--- src/rtl/seg_scan_controller.sv ---
// seg_scan_controller
//   Time-multiplexes NUM_DIGITS hex digits onto one shared segment bus.
//   A prescaler divides each digit slot into DIV_COUNT+1 clocks. The first
//   BLANK_CYCLES clocks of a slot keep every anode dark to stop ghosting.
//   Inputs are sampled into shadow registers once per frame, and at
//   start-up, so that a frame never mixes old and new data.
//
// Ports
//   clock_in     system clock
//   reset        asynchronous, active-high
//   enable       scan enable; low puts the display dark and idles the FSM
//   digit_data   4*NUM_DIGITS hex nibbles, digit 0 in [3:0]
//   dp_in        decimal point per digit
//   digit_en     per-digit anode enable mask
//   lz_suppress  blank leading zeros (digit 0 is never blanked)
//   anode_out    one-hot digit drive in the active polarity
//   seg_out      segments a..g on bits 0..6
//   dp_out       decimal point
//   digit_sel    index of the current slot
//   scan_tick    one-cycle pulse after each frame wrap
//
// Every output is registered. Each output is computed from next-state
// values, so it lines up with the state register on the same edge.
module seg_scan_controller #(
   parameter int NUM_DIGITS   = 4,
   parameter int DIV_COUNT    = 499,
   parameter int BLANK_CYCLES = 16,
   parameter bit ACTIVE_LOW   = 1'b1,
   localparam int SEL_W       = (NUM_DIGITS > 1) ? $clog2(NUM_DIGITS) : 1
) (
   input  logic                    clock_in,
   input  logic                    reset,
   input  logic                    enable,
   input  logic [4*NUM_DIGITS-1:0] digit_data,
   input  logic [NUM_DIGITS-1:0]   dp_in,
   input  logic [NUM_DIGITS-1:0]   digit_en,
   input  logic                    lz_suppress,
   output logic [NUM_DIGITS-1:0]   anode_out,
   output logic [6:0]              seg_out,
   output logic                    dp_out,
   output logic [SEL_W-1:0]        digit_sel,
   output logic                    scan_tick
);

   localparam int P_W = (DIV_COUNT > 0) ? $clog2(DIV_COUNT + 1) : 1;
   localparam logic [P_W-1:0]   DIV_LAST   = P_W'(DIV_COUNT);
   localparam logic [P_W-1:0]   BLANK_LAST = P_W'((BLANK_CYCLES > 0) ? BLANK_CYCLES - 1 : 0);
   localparam logic [SEL_W-1:0] SEL_LAST   = SEL_W'(NUM_DIGITS - 1);

   typedef enum logic [1:0] {IDLE, BLANK, DRIVE} state_t;

   state_t                  state, state_nx;
   logic [P_W-1:0]          p, p_nx;
   logic [SEL_W-1:0]        sel_nx;
   logic [4*NUM_DIGITS-1:0] sh_data, sh_data_nx;
   logic [NUM_DIGITS-1:0]   sh_dp, sh_dp_nx;
   logic [NUM_DIGITS-1:0]   sh_en, sh_en_nx;
   logic                    sh_lz, sh_lz_nx;
   logic                    load, wrap;
   logic [NUM_DIGITS-1:0]   lz_zero;
   logic                    run;
   logic [NUM_DIGITS-1:0]   anode_hi;
   logic [6:0]              seg_hi;
   logic                    dp_hi;
   logic [3:0]              nib;

   // Active-high hex to seven-segment, bit0 = a.
   function automatic logic [6:0] hex7(input logic [3:0] h);
      case (h)
         4'h0: hex7 = 7'h3F;  4'h1: hex7 = 7'h06;
         4'h2: hex7 = 7'h5B;  4'h3: hex7 = 7'h4F;
         4'h4: hex7 = 7'h66;  4'h5: hex7 = 7'h6D;
         4'h6: hex7 = 7'h7D;  4'h7: hex7 = 7'h07;
         4'h8: hex7 = 7'h7F;  4'h9: hex7 = 7'h6F;
         4'hA: hex7 = 7'h77;  4'hB: hex7 = 7'h7C;
         4'hC: hex7 = 7'h39;  4'hD: hex7 = 7'h5E;
         4'hE: hex7 = 7'h79;  default: hex7 = 7'h71;
      endcase
   endfunction

   // The FSM state and the prescaler.
   always_ff @(posedge clock_in or posedge reset) begin
      if (reset) begin
         state <= IDLE;
         p     <= '0;
      end else begin
         state <= state_nx;
         p     <= p_nx;
      end
   end

   // Next-state logic. Dropping enable always wins and sends the FSM to IDLE.
   // With BLANK_CYCLES=0 every slot goes straight to DRIVE.
   always_comb begin
      state_nx = state;
      p_nx     = p;
      sel_nx   = digit_sel;
      load     = 1'b0;
      wrap     = 1'b0;
      if (!enable) begin
         state_nx = IDLE;
         p_nx     = '0;
      end else begin
         case (state)
            IDLE: begin
               // Resume at the held digit. This is a restart, not a frame wrap.
               state_nx = (BLANK_CYCLES == 0) ? DRIVE : BLANK;
               p_nx     = '0;
               load     = 1'b1;
            end
            BLANK: begin
               p_nx = p + 1'b1;
               if (p == BLANK_LAST) state_nx = DRIVE;
            end
            DRIVE: begin
               if (p == DIV_LAST) begin
                  p_nx     = '0;
                  state_nx = (BLANK_CYCLES == 0) ? DRIVE : BLANK;
                  if (digit_sel == SEL_LAST) begin
                     sel_nx = '0;
                     wrap   = 1'b1;
                     load   = 1'b1;
                  end else begin
                     sel_nx = digit_sel + 1'b1;
                  end
               end else begin
                  p_nx = p + 1'b1;
               end
            end
            default: begin
               state_nx = IDLE;
               p_nx     = '0;
            end
         endcase
      end
   end

   assign sh_data_nx = load ? digit_data  : sh_data;
   assign sh_dp_nx   = load ? dp_in       : sh_dp;
   assign sh_en_nx   = load ? digit_en    : sh_en;
   assign sh_lz_nx   = load ? lz_suppress : sh_lz;

   // lz_zero[i] is set when digit i and every higher digit are zero.
   // Digit 0 is excluded so that an all-zero value still shows a single "0".
   always_comb begin
      run     = 1'b1;
      lz_zero = '0;
      for (int i = NUM_DIGITS - 1; i >= 0; i--) begin
         run        = run && (sh_data_nx[4*i +: 4] == 4'h0);
         lz_zero[i] = run && (i != 0);
      end
   end

   // Output values in active-high form. The polarity is applied at the register.
   always_comb begin
      nib      = sh_data_nx[{sel_nx, 2'b00} +: 4];
      anode_hi = '0;
      seg_hi   = '0;
      dp_hi    = 1'b0;
      if (state_nx == DRIVE) begin
         if (sh_en_nx[sel_nx]) anode_hi = NUM_DIGITS'(1) << sel_nx;
         if (!(sh_lz_nx && lz_zero[sel_nx])) seg_hi = hex7(nib);
         dp_hi = sh_dp_nx[sel_nx];
      end
   end

   always_ff @(posedge clock_in or posedge reset) begin
      if (reset) begin
         sh_data   <= '0;
         sh_dp     <= '0;
         sh_en     <= '0;
         sh_lz     <= 1'b0;
         digit_sel <= '0;
         scan_tick <= 1'b0;
         anode_out <= {NUM_DIGITS{ACTIVE_LOW}};
         seg_out   <= {7{ACTIVE_LOW}};
         dp_out    <= ACTIVE_LOW;
      end else begin
         sh_data   <= sh_data_nx;
         sh_dp     <= sh_dp_nx;
         sh_en     <= sh_en_nx;
         sh_lz     <= sh_lz_nx;
         digit_sel <= sel_nx;
         scan_tick <= wrap;
         anode_out <= ACTIVE_LOW ? ~anode_hi : anode_hi;
         seg_out   <= ACTIVE_LOW ? ~seg_hi   : seg_hi;
         dp_out    <= ACTIVE_LOW ? ~dp_hi    : dp_hi;
      end
   end

endmodule
--- config.mk ---
export PLATFORM = sky130hd
export DESIGN_NAME = seg_scan_controller
export DESIGN_NICKNAME = d
export VERILOG_FILES = /design/src/rtl/seg_scan_controller.sv
export SDC_FILE = /design/constraint.sdc
export NUM_CORES = 1
export LEC_CHECK = 0
export CORE_ASPECT_RATIO = 0.75
export CORE_MARGIN = 5
export CORE_UTILIZATION = 40
export CTS_BUF_LIST = sky130_fd_sc_hd__clkbuf_4 sky130_fd_sc_hd__clkbuf_8
export CTS_CLUSTER_SIZE = 30
export DETAILED_ROUTE_END_ITERATION = 7
export PLACE_DENSITY = 0.71
export SYNTH_ARGS = -nofsm -noshare
export SYNTH_HDL_FRONTEND = slang
export SYNTH_SLANG_ARGS = --single-unit
--- constraint.sdc ---
create_clock -name clock_in -period 4 [get_ports clock_in]
set_clock_uncertainty 0.2 [all_clocks]
set_input_delay 0.8 -clock clock_in [delete_from_list [all_inputs] [get_ports clock_in]]
set_output_delay 0.8 -clock clock_in [all_outputs]
set_load 0.01 [all_outputs]
==> results of run 1 <==
==> power breakdown <==
group / switching (mW) / internal, mW
combinational: 0.140 / 0.130
clock: 0.171 / 0.158
sequential: 0.0165 / 0.556
==> path summary, 6_finish.rpt <==
check                           startpoint          to  cells past startpoint
worst max-delay path                enable  seg_out[3]                     12
worst min-delay path                  p[0]        p[0]                      1
worst max register to register        p[0]  seg_out[3]                     12
worst min register to register        p[0]        p[0]                      1
max in group asynchronous            reset        p[8]                      2
min in group asynchronous            reset    sh_dp[0]                      2
==> sequential cells by signal (all words and copies together) (netlist names) <==
register,count
anode_out,4
digit_sel,2
dp_out,1
p,9
scan_tick,1
seg_out,7
sh_data,16
sh_dp,4
sh_en,4
sh_lz,1
state,2
==> Yosys cell counts, drive strengths merged (2+ instances only) <==
cell type | count | share of area (%)
o311a | 2 | 0.71
o311ai | 2 | 0.62
o31ai | 2 | 0.71
buf | 6 | 2.1
mux2i | 18 | 8.1
and2 | 3 | 0.84
a21o | 3 | 0.80
nor4 | 2 | 0.44
xnor2 | 9 | 2.8
or3 | 2 | 0.44
dfrtp | 39 | 35
o211ai | 3 | 0.80
clkbuf | 2 | 0.27
o21ai | 6 | 1.1
nand2 | 10 | 1.3
o221ai | 3 | 0.93
nor4b | 2 | 0.62
a211o | 2 | 0.62
xor2 | 2 | 0.62
a221oi | 2 | 0.62
nor3 | 5 | 0.89
mux2 | 17 | 6.9
and3 | 5 | 1.1
dfstp | 12 | 11
ha | 12 | 5.3
or4 | 2 | 0.66
nand3 | 11 | 1.9
a211oi | 3 | 0.80
nand4 | 6 | 1.9
nor2 | 24 | 3.2
inv | 19 | 2.5
a21oi | 5 | 0.89
==> worst max-delay path, stage by stage <==
cell and delay, ns:
sky130_fd_sc_hd__clkdlybuf4s50_1 0.55, sky130_fd_sc_hd__nand2_1 0.12, sky130_fd_sc_hd__or4_4 0.44, sky130_fd_sc_hd__and2_4 0.20, sky130_fd_sc_hd__clkinv_4 0.08, sky130_fd_sc_hd__mux2_2 0.35, sky130_fd_sc_hd__mux2i_4 0.17, sky130_fd_sc_hd__inv_1 0.11
sky130_fd_sc_hd__ha_1 0.22, sky130_fd_sc_hd__and3_1 0.20, sky130_fd_sc_hd__a2111oi_2 0.33, sky130_fd_sc_hd__o21ai_1 0.11
==> metrics by stage <==
stage,area (um^2),std cells
global placement,3410,385
global route,3510,393
CTS,3510,393
detailed placement,3410,385
finish,3510,393
floorplan,2830,252
==> cell type report <==
type	count	area, um^2	area share, %
inverter	20	80.1	2.28
timing repair buffer	57	546	15.5
clock buffer	7	96.3	2.74
tap	84	105	2.99
multi-input combinational	173	1390	39.5
sequential	51	1290	36.8
clock inverter	1	7.51	0.214
==> layer usage <==
layer | part of all wire, % | up-vias | track usage [%]
met4 | 1.1 | 0 | 3.96
met3 | 6.2 | 7 | 4.18
met5 | 0 | - | 0
met2 | 43 | 58 | 24.2
li1 | - | 1017 | -
met1 | 50 | 1006 | 22.3
==> kinds of logic after synthesis <==
group | share of synthesized area (%)
AO/OA/AOI/OAI | 10.8
XOR/XNOR | 3.41
adder cells (fa/ha/maj) | 5.31
buffers and inverters | 5.18
flip-flops | 45.7
multiplexers | 15.0
AND/OR/NAND/NOR | 14.6
==> run summary, run 1 <==
### Worst setup path
• **sort of element at the start of the critical path** input pin
• **Critical Path RT** 4.04 ns
• **Reg2Reg Setup Slack** 0.45 ns
• **largest fanout on the critical path** 7
• **data arrival time of the critical path** 3.69 ns
• **CP Capture Type** flop
• **path type of the worst setup path** in2reg

### STA
• **count of endpoints failing hold in the final timing report** 0
• **Max Clk Rate** 0.274 GHz
• **setup violators final** 0
• **crit path time final** 3.65 ns
• **worst hold slack** 0.263 ns
• **number of max-slew violations in the final report** 0
• **part of the cycle the worst path needs** 91.3%
• **Slew HR** 30.5%
• **worst-margin pin slew** 1.04 ns
• **Final WS setup** 0.349 ns
• **setup repair after global routing missed its margin** no
• **Post-Route Setup TNS** 0 ns

### Synthesis
• **number of flops mapped to enable cells by yosys** 0
• **post-synthesis instance area** 2830 um^2
• **sequential element share of the synthesized area** 45.7%
• **warnings from Yosys** 0
• **mean post-synth cell area** 11.2 um^2
• **register bit count reported by yosys** 51
• **share of synthesized registers carrying an async set or reset** 100%
• **post-synthesis cell type count** 56
• **flip-flop cell with the highest count after synthesis** sky130_fd_sc_hd__dfrtp_1
• **nets in the synthesized netlist** 292
• **cell count after synthesis** 252

### Detailed routing
• **drc violations** 0
• **via count** 2,088
• **Vias/cell** 5.31
• **antenna viol nets, final** 0
• **average wire per standard cell** 16.2 um
• **first drt pass iteration count** 4
• **Iteration-0 DRC Markers** 120
• **DRT Wirelength** 6370 um

### Finish
• **filler cell count** 623
• **Post-Route Utilization** 51.4%
• **final layout net count** 348
• **most common cell after layout, fill and taps aside** sky130_fd_sc_hd__clkdlybuf4s50_1
• **Area growth syn-to-layout** 24.4%
• **most frequent cells in the layout** sky130_fd_sc_hd__clkdlybuf4s50_1, sky130_fd_sc_hd__dfrtp_1, sky130_fd_sc_hd__nor2_1
• **share of final-layout standard cells stronger than drive strength 1** 22.3%
• **antenna diode count** 0

### Clock network
• **Max Root-Sink Buffers** 2
• **count of hold buffers inserted by post-cts repair** 0
• **count of instances resized after the clock tree is built** 0
• **worst-skew pair later-pin latency** 0.30 ns
• **clock tree from TritonCTS** done
• **clock buffers created by TritonCTS** 5
• **clock-pin slew on the worst setup and hold paths** 0.09 ns
• **sinks on the clock net** 51
• **H-tree depth** 2
• **setup bufs post-CTS** 0
• **Root Buffer Master** sky130_fd_sc_hd__clkbuf_8

### Die
• **core outline area** 6830 um^2
• **Die Ht** 82.8 um
• **initial cell density of the core** 41.4%
• **horizontal die dimension** 107 um
• **die area** 8860 um^2
• **top-level port count** 43
• **standard-cell rows** 26

### Placed design
• **Routability Congestion** 0.926
• **worst slack at placement** 0.0569 ns
• **half-perimeter wire length after detailed placement** 4760 um
• **count of buffers from port buffering** 42

### Pwr
• **Power Density** 333 nW/um^2
• **maximum VDD drop** 0.182 mV
• **Power, Total** 1.17 mW
• **static leakage** 1.50 nW

### Min path
• **path category of the worst min-delay check** reg2reg

### Status
• **outcome** completed

### Global route
• **Total GRT Usage** 15.8%
• **number of global-route vias before repair** 2,188
• **first-pass GRT wire length** 11,000 um
• **antenna violations before repair** 0
• **maximum number of pins on one net before global-route repair** 52
• **overall overflow remaining after global route** 0

### Job
• **max capacitance violation total** 0

No activity file was read; power rests on OpenSTA's default activity.
==> inputs of run 2 (changes only) <==
--- a/config.mk
+++ b/config.mk
@@ -8,7 +8,7 @@
 export CORE_ASPECT_RATIO = 0.75
 export CORE_MARGIN = 5
 export CORE_UTILIZATION = 40
-export CTS_BUF_LIST = sky130_fd_sc_hd__clkbuf_4 sky130_fd_sc_hd__clkbuf_8
+export CTS_BUF_LIST = sky130_fd_sc_hd__clkbuf_16
 export CTS_CLUSTER_SIZE = 30
 export DETAILED_ROUTE_END_ITERATION = 7
 export PLACE_DENSITY = 0.71
==> constraint.sdc (replaced) <==
create_clock -name clock_in -period 4.7 [get_ports clock_in]
set_clock_uncertainty 0.2 [all_clocks]
set_input_delay 0.94 -clock clock_in [delete_from_list [all_inputs] [get_ports clock_in]]
set_output_delay 0.94 -clock clock_in [all_outputs]
set_load 0.01 [all_outputs]
==> run 2 against run 1 <==
Against the previous run: worst setup slack better by 0.18 ns; hold slack got worse by 0.0050 ns; clock-buffer cell count shrank 2; critical path type unchanged; largest cell class unchanged.
==> run summary, run 2 (same netlist as run 1, synthesis figures left out) <==
### Status
• **outcome** completed

### Finish
• **most frequent cells in the layout** sky130_fd_sc_hd__clkdlybuf4s50_1, sky130_fd_sc_hd__dfrtp_1, sky130_fd_sc_hd__nor2_1
• **registers with the highest flip-flop counts** sh_data (16), p (9), seg_out (7)
• **final layout net count** 337
• **footprint of the flip-flops and latches** 1290 um^2
• **share of final-layout standard cells stronger than drive strength 1** 19.1%
• **antenna diode count** 0
• **flip-flop count of the largest register, all copies and words added** 16
• **Area growth syn-to-layout** 22.3%
• **filler cell count** 620
• **register containing the most flip-flops in the final layout** sh_data
• **post-route cell area** 3460 um^2
• **multi-input combinational cell area** 1390 um^2
• **most common cell after layout, fill and taps aside** sky130_fd_sc_hd__clkdlybuf4s50_1

### Detailed routing
• **via count** 2,066
• **DRT Wirelength** 6170 um
• **drc violations** 0
• **average wire per standard cell** 16.2 um
• **Iteration-0 DRC Markers** 134
• **antenna viol nets, final** 0
• **first drt pass iteration count** 4
• **Vias/cell** 5.41

### Clock network
• **count of hold buffers inserted by post-cts repair** 0
• **clock buffers created by TritonCTS** 5
• **Root Buffer Master** sky130_fd_sc_hd__clkbuf_16
• **clock tree from TritonCTS** done
• **Max Root-Sink Buffers** 2
• **worst-skew pair later-pin latency** 0.29 ns
• **count of instances resized after the clock tree is built** 0
• **sinks on the clock net** 51
• **clock-pin slew on the worst setup and hold paths** 0.07 ns
• **H-tree depth** 2
• **setup bufs post-CTS** 0

### STA
• **worst hold slack** 0.258 ns
• **Slew HR** 31.8%
• **number of max-slew violations in the final report** 0
• **worst-margin pin slew** 1.02 ns
• **count of endpoints failing hold in the final timing report** 0
• **Post-Route Setup TNS** 0 ns
• **part of the cycle the worst path needs** 88.7%
• **Max Clk Rate** 0.240 GHz
• **crit path time final** 4.17 ns
• **setup violators final** 0
• **setup repair after global routing missed its margin** no

### Global route
• **Total GRT Usage** 14.8%
• **overall overflow remaining after global route** 0
• **antenna violations before repair** 0
• **first-pass GRT wire length** 10,300 um
• **maximum number of pins on one net before global-route repair** 52
• **number of global-route vias before repair** 2,086

### Placed design
• **half-perimeter wire length after detailed placement** 4620 um
• **area after detailed placement** 3310 um^2
• **count of buffers from port buffering** 42
• **Routability Congestion** 0.856

### Pwr
• **Power Density** 303 nW/um^2
• **static leakage** 1.46 nW
• **maximum VDD drop** 0.145 mV

### Worst setup path
• **path type of the worst setup path** in2reg
• **Max stage delay on crit path** 0.49 ns
• **crit path max-delay cell type** sky130_fd_sc_hd__clkdlybuf4s50_1
• **critical-path cell list** clkdlybuf4s50_1 > nand3_1 > o31a_1 > buf_4 > mux2i_1 > mux2i_1 > mux2i_4 > inv_1 > ha_1 > and3_1 > a2111oi_2 > o21ai_1
• **most frequent cell on the critical path** sky130_fd_sc_hd__mux2i_1
• **Critical Path RT** 4.69 ns
• **CP Capture Type** flop
• **data arrival time of the critical path** 4.16 ns
• **sort of element at the start of the critical path** input pin
• **largest fanout on the critical path** 18

### Job
• **max capacitance violation total** 0

### Die
• **Die Ht** 82.8 um
• **die area** 8860 um^2
• **horizontal die dimension** 107 um
• **core outline area** 6830 um^2
• **top-level port count** 43
• **initial cell density of the core** 41.4%
• **standard-cell rows** 26

### Min path
• **path category of the worst min-delay check** reg2reg

## run 2: through the flow
stage,util [%],worst slack (ns),power [mW],instances
after floorplan,-,1.15,0.646,252
after global placement,48.5,0.483,0.705,374
after detailed placement,48.5,0.248,0.707,374
after CTS,50.6,0.552,1.06,382
after global routing,50.6,0.297,1.09,382
final,50.6,0.532,1.05,382
## run 2: path summary, 6_finish.rpt
path,startpoint,to,slack [ns],depth (start not counted)
worst min-delay path,p[0],p[0],0.26,1
max in group asynchronous,reset,sh_data[2],2.65,2
worst max-delay path,enable,seg_out[3],0.53,12
worst max register to register,p[0],seg_out[3],0.96,12
worst min register to register,p[0],p[0],0.26,1
min in group asynchronous,reset,sh_dp[2],1.02,2
## run 2: per-layer routing
metal,wire (um),vias up,track usage [%]
met5,0,-,0
met4,74,0,4.21
met3,420,7,3.71
met2,2590,63,22.9
met1,3090,995,20.7
li1,-,1001,-
## run 2: critical path, delay by kind of cell
family	cells	cell delay, ns
AOI/OAI and AO/OA	3	0.76
adders and majority gates	1	0.23
muxes	3	0.79
and+or+nand+nor	2	0.45
buffers and inverters	3	0.99
## run 2: power by group
group	switching (mW)	total (mW)	internal, mW
logic	0.114	0.214	0.0997
registers	0.0143	0.488	0.474
clock network	0.152	0.346	0.194
## run 2: final cells by class
cell class	instances	share of cell area, %
Tap cell	84	3.04
Multi-Input combinational cell	173	40.2
Inverter	20	2.32
Timing Repair Buffer	46	13.0
Clock buffer	5	3.62
Sequential cell	51	37.4
Clock inverter	3	0.471
==> inputs of run 3 (changes only) <==
--- a/config.mk
+++ b/config.mk
@@ -5,13 +5,15 @@
 export SDC_FILE = /design/constraint.sdc
 export NUM_CORES = 1
 export LEC_CHECK = 0
+export CELL_PAD_IN_SITES_DETAIL_PLACEMENT = 1
+export CELL_PAD_IN_SITES_GLOBAL_PLACEMENT = 2
 export CORE_ASPECT_RATIO = 0.75
 export CORE_MARGIN = 5
-export CORE_UTILIZATION = 40
+export CORE_UTILIZATION = 38
 export CTS_BUF_LIST = sky130_fd_sc_hd__clkbuf_16
 export CTS_CLUSTER_SIZE = 30
 export DETAILED_ROUTE_END_ITERATION = 7
-export PLACE_DENSITY = 0.71
+export PLACE_DENSITY = 0.85
 export SYNTH_ARGS = -nofsm -noshare
 export SYNTH_HDL_FRONTEND = slang
 export SYNTH_SLANG_ARGS = --single-unit
==> run 3 against run 2 <==
Against the previous run: via count up 0.63%; register-to-register slack worse by 0.05 ns; maximum frequency down 0.38%; core utilization fell by 2.9 points; sequential share of layout area is 0.23 points lower; sequential power about the same; critical path depth unchanged; largest cell class unchanged; global-route usage is 1.5 points higher; non-clock buffer count unchanged.
==> run summary, run 3 (same netlist as run 1, synthesis figures left out) <==
### Pwr
• **Combinational Power Share** 20.7%
• **Power, Total** 1.06 mW
• **relative contribution of the clock network to total power** 33.4%
• **Internal Pwr Total** 0.768 mW
• **switching power share of the total** 27.7%
• **switching pwr** 0.295 mW
• **Power Density** 306 nW/um^2
• **static leakage** 1.47 nW
• **proportion of power drawn by flip-flops and latches** 45.9%
• **maximum VDD drop** 0.145 mV

### Clock network
• **worst-skew pair later-pin latency** 0.29 ns
• **sinks on the clock net** 51
• **Root Buffer Master** sky130_fd_sc_hd__clkbuf_16
• **count of instances resized after the clock tree is built** 0
• **count of hold buffers inserted by post-cts repair** 0
• **H-tree depth** 2
• **clock buffers created by TritonCTS** 5
• **clock tree from TritonCTS** done
• **Max Root-Sink Buffers** 2
• **clock-pin slew on the worst setup and hold paths** 0.07 ns
• **setup bufs post-CTS** 0

### Die
• **standard-cell rows** 27
• **horizontal die dimension** 110 um
• **core outline area** 7300 um^2
• **top-level port count** 43
• **Die Ht** 84.7 um
• **die area** 9280 um^2
• **initial cell density of the core** 38.7%

### Global route
• **number of global-route vias before repair** 2,253
• **overall overflow remaining after global route** 0
• **antenna violations before repair** 0
• **first-pass GRT wire length** 11,900 um
• **maximum number of pins on one net before global-route repair** 52
• **Total GRT Usage** 16.3%

### Detailed routing
• **DRT Wirelength** 7140 um
• **Vias/cell** 5.21
• **antenna viol nets, final** 0
• **first drt pass iteration count** 4
• **Iteration-0 DRC Markers** 65
• **average wire per standard cell** 17.9 um
• **drc violations** 0
• **via count** 2,079

### Placed design
• **worst slack at placement** 0.198 ns
• **count of buffers from port buffering** 42
• **total instance count after detailed placement** 391
• **Routability Congestion** 0.823
• **half-perimeter wire length after detailed placement** 5320 um

### Worst setup path
• **Crit path buffers/inverters** 3
• **most frequent cell on the critical path** sky130_fd_sc_hd__mux2i_1
• **sort of element at the start of the critical path** input pin
• **Max stage delay on crit path** 0.48 ns
• **largest fanout on the critical path** 18
• **critical-path cell list** clkdlybuf4s50_1 > nand3_1 > o31a_1 > buf_4 > mux2i_1 > mux2i_1 > mux2i_4 > inv_1 > ha_1 > and3_1 > a2111oi_2 > o21ai_1
• **data arrival time of the critical path** 4.18 ns
• **critical path's top delay family** buffers and inverters
• **CP Capture Type** flop
• **path type of the worst setup path** in2reg
• **crit path max-delay cell type** sky130_fd_sc_hd__clkdlybuf4s50_1
• **Critical Path RT** 4.70 ns

### Finish
• **antenna diode count** 0
• **registers with the highest flip-flop counts** sh_data (16), p (9), seg_out (7)
• **flip-flop count of the largest register, all copies and words added** 16
• **register containing the most flip-flops in the final layout** sh_data
• **most common cell after layout, fill and taps aside** sky130_fd_sc_hd__clkdlybuf4s50_1
• **Area growth syn-to-layout** 23.1%
• **filler cell count** 823
• **final layout net count** 337
• **non-filler cells, final** 399
• **most frequent cells in the layout** sky130_fd_sc_hd__clkdlybuf4s50_1, sky130_fd_sc_hd__dfrtp_1, sky130_fd_sc_hd__nor2_1
• **share of final-layout standard cells stronger than drive strength 1** 18.8%

### STA
• **Slew HR** 29.2%
• **crit path time final** 4.18 ns
• **setup violators final** 0
• **number of max-slew violations in the final report** 0
• **Max Clk Rate** 0.239 GHz
• **part of the cycle the worst path needs** 89.0%
• **setup repair after global routing missed its margin** no
• **count of endpoints failing hold in the final timing report** 0
• **worst-margin pin slew** 1.06 ns
• **Final WS setup** 0.516 ns
• **Post-Route Setup TNS** 0 ns

### Min path
• **path category of the worst min-delay check** reg2reg

### Status
• **outcome** completed

### Job
• **max capacitance violation total** 0

## run 3: cell count changes in the layout (fill, tap and decap cells not counted)
cell / previous run / this run
sky130_fd_sc_hd__clkinv_1: 0 / 1
sky130_fd_sc_hd__clkinv_2: 1 / 0
sky130_fd_sc_hd__clkinvlp_4: 1 / 0
sky130_fd_sc_hd__clkinv_4: 1 / 2
## run 3: final cells by class
cell class                 instances  area (um^2)  area share (%)
sequential                        51         1290            37.1
timing repair buffer              46          450            13.0
clock buffer                       5          125            3.60
clock inverter                     3         16.3           0.468
multi-input combinational        173         1390            39.9
tap                              101          126            3.63
inverter                          20         80.1            2.30
## run 3: through the flow
step                      util (%)  area, um^2  hold slack [ns]
after floorplan                  -        2830            0.225
after global routing          47.7        3480            0.298
final                         47.7        3480            0.258
after CTS                     47.7        3480            0.260
after detailed placement      45.7        3340            0.251
after global placement        45.7        3340            0.245
## run 3: metal layers
layer	up-vias	wire (um)	global-route usage [%]	share of wire [%]
met4	0	48	3.40	0.67
met2	49	3190	25.0	45
met1	1038	3590	23.6	50
met5	-	0	0	0
met3	4	318	3.54	4.5
li1	988	-	-	-
## run 3: worst register-to-register path: stages (launching register included)
cell,delay (ns)
sky130_fd_sc_hd__dfrtp_1,0.37
sky130_fd_sc_hd__ha_1,0.21
sky130_fd_sc_hd__nand4bb_1,0.34
sky130_fd_sc_hd__o31ai_1,0.55
sky130_fd_sc_hd__and2_4,0.35
sky130_fd_sc_hd__clkinv_4,0.15
sky130_fd_sc_hd__mux2_2,0.32
sky130_fd_sc_hd__mux2i_4,0.23
sky130_fd_sc_hd__inv_1,0.12
sky130_fd_sc_hd__ha_1,0.23
sky130_fd_sc_hd__and3_1,0.19
sky130_fd_sc_hd__a2111oi_2,0.33
sky130_fd_sc_hd__o21ai_1,0.11
## run 3: final timing paths
kind                        start    endpoint  slack (ns)  cells after the start
max                        enable  seg_out[3]        0.52                     12
min                          p[0]        p[0]        0.26                      1
max reg2reg                  p[0]  seg_out[3]        0.91                     12
min reg2reg                  p[0]        p[0]        0.26                      1
max in group asynchronous   reset  sh_data[2]        2.62                      2
min in group asynchronous   reset    state[1]        1.03                      2
## run 3: power groups by stage
stage | logic [mW] | registers (mW) | clock network, mW
floorplan | 0.155 | 0.491 | 0
global placement | 0.215 | 0.494 | 0
detailed placement | 0.219 | 0.496 | 0
CTS | 0.221 | 0.488 | 0.365
global route | 0.243 | 0.491 | 0.389
finish | 0.220 | 0.488 | 0.355
